### config.mk
export PLATFORM = sky130hd
export DESIGN_NAME = fft_job_scheduler
export DESIGN_NICKNAME = d
export VERILOG_FILES = /design/src/rtl/fft_job_scheduler_pkg.sv /design/src/rtl/fft_job_scheduler_rr_arbiter2.sv /design/src/rtl/fft_job_scheduler.sv
export SDC_FILE = /design/constraint.sdc
export NUM_CORES = 1
export LEC_CHECK = 0
export CORE_AREA = 5 5 49 51
export CTS_BUF_LIST = sky130_fd_sc_hd__clkbuf_4 sky130_fd_sc_hd__clkbuf_8 sky130_fd_sc_hd__clkbuf_16
export CTS_CLUSTER_DIAMETER = 200
export DETAILED_ROUTE_END_ITERATION = 10
export DIE_AREA = 0 0 54 56
export PLACE_DENSITY = 0.75
export SYNTH_ARGS = -nofsm -noshare
export SYNTH_HDL_FRONTEND = slang
export SYNTH_SLANG_ARGS = --single-unit
### constraint.sdc
create_clock -name clk -period 2.15 [get_ports clk]
set_clock_uncertainty 0.2 [all_clocks]
set_input_delay 0.43 -clock clk [delete_from_list [all_inputs] [get_ports clk]]
set_output_delay 0.43 -clock clk [all_outputs]
set_load 0.01 [all_outputs]
### src/rtl/fft_job_scheduler_pkg.sv
// Shared FFT scheduler definitions: engine run length, requester count,
// scheduler state encoding and the latched job context.
package fft_job_scheduler_pkg;

  // 6 radix-2 stages x 32 butterflies per transform.
  localparam int unsigned FFT_RUN_CYCLES = 192;
  localparam int unsigned FFT_N_REQ      = 2;

  typedef enum logic [1:0] {
    ST_IDLE = 2'd0,
    ST_LOAD = 2'd1,
    ST_RUN  = 2'd2,
    ST_HOLD = 2'd3
  } sched_state_t;

  // Job context captured at accept and held for the life of the job.
  typedef struct packed {
    logic owner;
    logic ifft;
  } job_ctx_t;

  // One-hot encoding of a 1-bit requester index.
  function automatic logic [1:0] owner_onehot(input logic owner);
    return owner ? 2'b10 : 2'b01;
  endfunction

endpackage

### src/rtl/fft_job_scheduler_rr_arbiter2.sv
// Two-way round-robin arbiter.
// Ports:
//   clk, rst   : falling-edge clock, async active-low reset
//   req[1:0]   : requests (already qualified by the caller)
//   advance    : grant was taken; remember the winner
//   grant[1:0] : one-hot grant, zero when no request
//   idx        : index of the winner (valid when grant != 0)
module rr_arbiter2
  import fft_job_scheduler_pkg::*;
(
  input  logic       clk,
  input  logic       rst,
  input  logic [1:0] req,
  input  logic       advance,
  output logic [1:0] grant,
  output logic       idx
);

  // Index granted last; reset to 1 so requester 0 wins first contention.
  logic r_last;

  // Winner select: on contention the one not granted last.
  always_comb begin
    idx   = 1'b0;
    grant = 2'b00;
    if (req == 2'b11) begin
      idx = ~r_last;
    end else begin
      idx = req[1];
    end
    if (req != 2'b00) begin
      grant = owner_onehot(idx);
    end
  end

  // Pointer moves only when a grant is actually taken.
  always_ff @(negedge clk or negedge rst) begin
    if (!rst) begin
      r_last <= 1'b1;
    end else if (advance) begin
      r_last <= idx;
    end
  end

endmodule

### src/rtl/fft_job_scheduler.sv
// Shares one FFT engine between two requesters: round-robin grant,
// one-cycle engine start, fixed-length run count, result hold until the
// owner acknowledges.
// Ports:
//   clk        : clock, all state on the falling edge (engine timing)
//   rst        : async active-low reset
//   req_valid  : per-requester job request
//   req_ifft   : per-requester inverse flag, sampled at grant
//   req_ready  : one-hot grant (combinational, IDLE only)
//   rsp_valid  : one-hot result-ready to the owner
//   rsp_ready  : per-requester result acknowledgement
//   fft_start  : engine start pulse
//   fft_ifft   : engine inverse select
//   fft_sel    : owner index, steers the data muxes
//   busy       : scheduler not idle
module fft_job_scheduler
  import fft_job_scheduler_pkg::*;
#(
  parameter int unsigned RUN_CYCLES = FFT_RUN_CYCLES,
  parameter int unsigned N_REQ      = FFT_N_REQ
) (
  input  logic             clk,
  input  logic             rst,
  input  logic [N_REQ-1:0] req_valid,
  input  logic [N_REQ-1:0] req_ifft,
  output logic [N_REQ-1:0] req_ready,
  output logic [N_REQ-1:0] rsp_valid,
  input  logic [N_REQ-1:0] rsp_ready,
  output logic             fft_start,
  output logic             fft_ifft,
  output logic             fft_sel,
  output logic             busy
);

  localparam int unsigned     CNT_W    = $clog2(RUN_CYCLES);
  localparam logic [CNT_W-1:0] CNT_LOAD = CNT_W'(RUN_CYCLES - 1);

  sched_state_t     r_state;
  sched_state_t     w_state_nxt;
  logic [CNT_W-1:0] r_cnt;
  job_ctx_t         r_ctx;
  logic             r_fft_start;
  logic             r_busy;
  logic [N_REQ-1:0] r_rsp_valid;

  logic [N_REQ-1:0] w_arb_req;
  logic [N_REQ-1:0] w_grant;
  logic             w_grant_idx;
  logic             w_accept;
  logic             w_owner_ack;

  // Requests are only visible to the arbiter while idle and out of reset.
  assign w_arb_req   = (rst && (r_state == ST_IDLE)) ? req_valid : '0;
  assign w_accept    = |w_grant;
  assign w_owner_ack = rsp_ready[r_ctx.owner];

  rr_arbiter2 u_arb (
    .clk     (clk),
    .rst     (rst),
    .req     (w_arb_req),
    .advance (w_accept),
    .grant   (w_grant),
    .idx     (w_grant_idx)
  );

  // State register.
  always_ff @(negedge clk or negedge rst) begin
    if (!rst) begin
      r_state <= ST_IDLE;
    end else begin
      r_state <= w_state_nxt;
    end
  end

  // Next-state logic.
  always_comb begin
    w_state_nxt = r_state;
    case (r_state)
      ST_IDLE: if (w_accept)       w_state_nxt = ST_LOAD;
      ST_LOAD:                     w_state_nxt = ST_RUN;
      ST_RUN:  if (r_cnt == '0)    w_state_nxt = ST_HOLD;
      ST_HOLD: if (w_owner_ack)    w_state_nxt = ST_IDLE;
      default:                     w_state_nxt = ST_IDLE;
    endcase
  end

  // Run counter: loaded on entry to RUN, stops at zero, zero elsewhere.
  always_ff @(negedge clk or negedge rst) begin
    if (!rst) begin
      r_cnt <= '0;
    end else if (r_state == ST_LOAD) begin
      r_cnt <= CNT_LOAD;
    end else if ((r_state == ST_RUN) && (r_cnt != '0)) begin
      r_cnt <= r_cnt - CNT_W'(1);
    end
  end

  // Job context captured at accept; held until the next accept.
  always_ff @(negedge clk or negedge rst) begin
    if (!rst) begin
      r_ctx <= '0;
    end else if (w_accept) begin
      r_ctx.owner <= w_grant_idx;
      r_ctx.ifft  <= req_ifft[w_grant_idx];
    end
  end

  // Registered outputs decoded from the next state.
  always_ff @(negedge clk or negedge rst) begin
    if (!rst) begin
      r_fft_start <= 1'b0;
      r_busy      <= 1'b0;
      r_rsp_valid <= '0;
    end else begin
      r_fft_start <= (w_state_nxt == ST_LOAD);
      r_busy      <= (w_state_nxt != ST_IDLE);
      r_rsp_valid <= (w_state_nxt == ST_HOLD) ? owner_onehot(r_ctx.owner) : '0;
    end
  end

  assign req_ready = w_grant;
  assign rsp_valid = r_rsp_valid;
  assign fft_start = r_fft_start;
  assign busy      = r_busy;
  assign fft_sel   = r_ctx.owner;
  assign fft_ifft  = r_ctx.ifft;

endmodule
==> metrics, run 1 <==
synth warn 0; wire per inst 15.8 um; Ports 16; final hold vios 0; core box area 0.00190 sq mm; final non-filler cell total 157; Synth Area per Inst 9.62 sq um; RePlAce Congestion 0.849; area growth from synthesis to layout 39.0%; leakage power 0.573 nW; clk buf depth 2; Post-DP HPWL 1640 um; outcome complete, but fails checks; Least-Margin Pin Slew 0.598 ns; reg-to-reg slack, setup 0.14 ns; Synth Flop Type dfrtn_1; synth top area cells dfrtn_1 43%, o21ai_0 4.3%, o211ai_1 3.2%; share of cells above drive strength 1 0.315; met3 Resource Use GR 0.0241; Setup crit end kind primary output; synth cell count leaders 16 x dfrtn_1, 8 x o21ai_0, 7 x nor2_1; htree depth 1; slew margin rel. 0.598; initial antenna violation count 0; CP Buf/Inv Count 3; cts hold-fix bufs 0; hold endpoint fft_ifft$_DFFE_NN0P_; CP most frequent cell buf_6; Crit Reg-Reg Startpoint r_state[1]$_DFF_NN0_; met2 usage 0.282; RR Endpoint r_cnt[7]$_DFFE_NN0P_; crit path max fanout 2; Final Instance Area 0.00130 sq mm; hold_sp fft_ifft$_DFFE_NN0P_; arrival time at the worst endpoint 2.50 ns; CTS root buffer clkbuf_4; slowest library cell on the worst path dfrtn_1; Max IR drop VDD 0.647 mV; Iter 0 DRT Violations 27; Final setup viols 14; worst min path class reg -> reg; # rows 16; Die Area 0.00302 sq mm; CP Class reg -> out; first-pass GRT wire length 4280 um; Initial Util 0.491; pwr dens 1150 mW/mm^2; Final nets 141; # Max-Cap Violations 0; CP Data Required Time 1.52 ns; top-count cell post-synth dfrtn_1; Unique masters post-synth 34; Slew Limit Fails 0; vias in the first global route 880; Die W 54 um; Power, Total 0.00149 W; placed cell count 146; global route total overflow 0; unrepaired setup endpoints after global routing true; cell taking the most area after synthesis dfrtn_1; failing checks setup timing; GRT Util Overall 0.189; clock slew at reported path FFs 0.07 ns; DRT antenna net count 0; Setup crit start kind flop; setup ws final -0.980 ns; n_diodes 0; Post-Syn Area 933 sq um; WHS Path Cells 2; Pre-antenna DRT Iters 5; Layout fillers 147; critical path launch point r_state[1]$_DFF_NN0_; ys async rst share 1.00; Post-Synthesis Cells 97; sequential area share after synthesis 0.457; number of remaining DRC errors 0; R2R depth 5; top-area cell type share of the netlist area 0.429; CTS tree done; Die Height 56 um; Via density 5.76; cells along the critical path nor3b_4, buf_6, buf_6, and3_4, buf_6; IO buf count 15; Final Util 0.682; worst skew pair latency 0.35 ns; final WL 2490 um; Crit path largest cell delay 0.39 ns; grt peak-use layer met2; setup TNS -5.65 ns; met1 usage 0.269; Yosys reg bits 17; total vias in the final route 905; Synth Net Count 107; number of synthesized flops with an enable pin 0; clk sink count 17; CTS buffer count 3; area post-placement 0.00120 sq mm; Top Family by Delay on Critical Path simple AND/OR/NAND/NOR gates; largest net degree at the start of global routing 19
-- worst min-delay path: cells and delay by family (launching register included) --
| family | cells | cell delay (ns) |
|---|---|---|
| AOI/OAI and AO/OA | 1 | 0.12 |
| buffers and inverters | 1 | 0.10 |
| DFF | 1 | 0.41 |
-- placed cells by master, fill, tap and decap left out, types with 3 or more instances in the layout --
| cell type | n |
|---|---|
| o211ai_1 | 4 |
| clkbuf_4 | 3 |
| a21oi_1 | 5 |
| dfrtn_1 | 16 |
| o21ai_0 | 6 |
| buf_6 | 10 |
| nand3b_1 | 3 |
| inv_1 | 6 |
| nand2_1 | 5 |
| nand3_1 | 4 |
| nor2_1 | 6 |
| buf_4 | 12 |
| a21o_1 | 3 |
| buf_2 | 5 |
| nand2b_1 | 4 |
| or4_1 | 3 |
-- state kept, by name (all words and copies together) (netlist names) --
name / flops
busy: 1
fft_ifft: 1
fft_sel: 1
u_arb.r_last: 1
r_state: 2
rsp_valid: 2
fft_start: 1
r_cnt: 8
-- metal layers --
layer	routed length [um]	up-vias
li1	-	426
met1	1110	442
met2	1230	35
met3	129	2
met4	12	0
met5	0	-
-- per-stage QoR --
stage	setup WS, ns	hold WS (ns)
floorplan	-0.462	0.305
global route	-1.02	0.373
CTS	-0.942	0.339
detailed placement	-1.02	0.327
global placement	-0.997	0.321
finish	-0.980	0.341
-- what timing repair did --
action                     4_1_cts  5_1_grt
setup endpoints to repair       17       14
pin swaps                        4        2
setup buffers                    5        3
gates resized for setup         58        1
-- report_power, final --
group	total, W	switching, W	internal [W]
registers	0.000583	0.000127	0.000456
logic	0.000725	0.000364	0.000362
clock network	0.000182	0.000110	0.0000715
total	0.00149	0.000601	0.000889
-- layout make-up --
type | count | area [sq um] | area share
clock inverter | 2 | 8.76 | 0.00675
timing repair buffer | 33 | 287 | 0.221
clock buffer | 3 | 22.5 | 0.0174
inverter | 5 | 18.8 | 0.0145
multi-input combinational | 70 | 500 | 0.386
sequential | 17 | 427 | 0.329
tap | 27 | 33.8 | 0.0260
-- worst max-delay path by stage --
stage	end	slack [ns]	depth (start not counted)
finish	req_ready[0]	-0.98	5
global route	req_ready[0]	-1.02	5
CTS	req_ready[0]	-0.94	5
detailed placement	req_ready[0]	-1.02	4
global placement	req_ready[0]	-1.0	4
floorplan	req_ready[1]	-0.46	3
-- cell families after synthesis --
group                    after synthesis  synth area share
buffers and inverters                 10            0.0483
AO/OA/AOI/OAI                         28             0.197
adder cells (fa/ha/maj)                2            0.0268
flip-flops                            17             0.457
AND/OR/NAND/NOR                       39             0.260
multiplexers                           1            0.0107
Note: power is estimated with default switching activity, not from simulation.
==> run 2: changes to the inputs <==
--- a/config.mk
+++ b/config.mk
@@ -10,6 +10,7 @@
 export CTS_CLUSTER_DIAMETER = 200
 export DETAILED_ROUTE_END_ITERATION = 10
 export DIE_AREA = 0 0 54 56
+export HOLD_SLACK_MARGIN = 0.05
 export PLACE_DENSITY = 0.75
 export SYNTH_ARGS = -nofsm -noshare
 export SYNTH_HDL_FRONTEND = slang
==> results of run 2 <==
Final layout, timing and power as in run 1 (identical DEF).
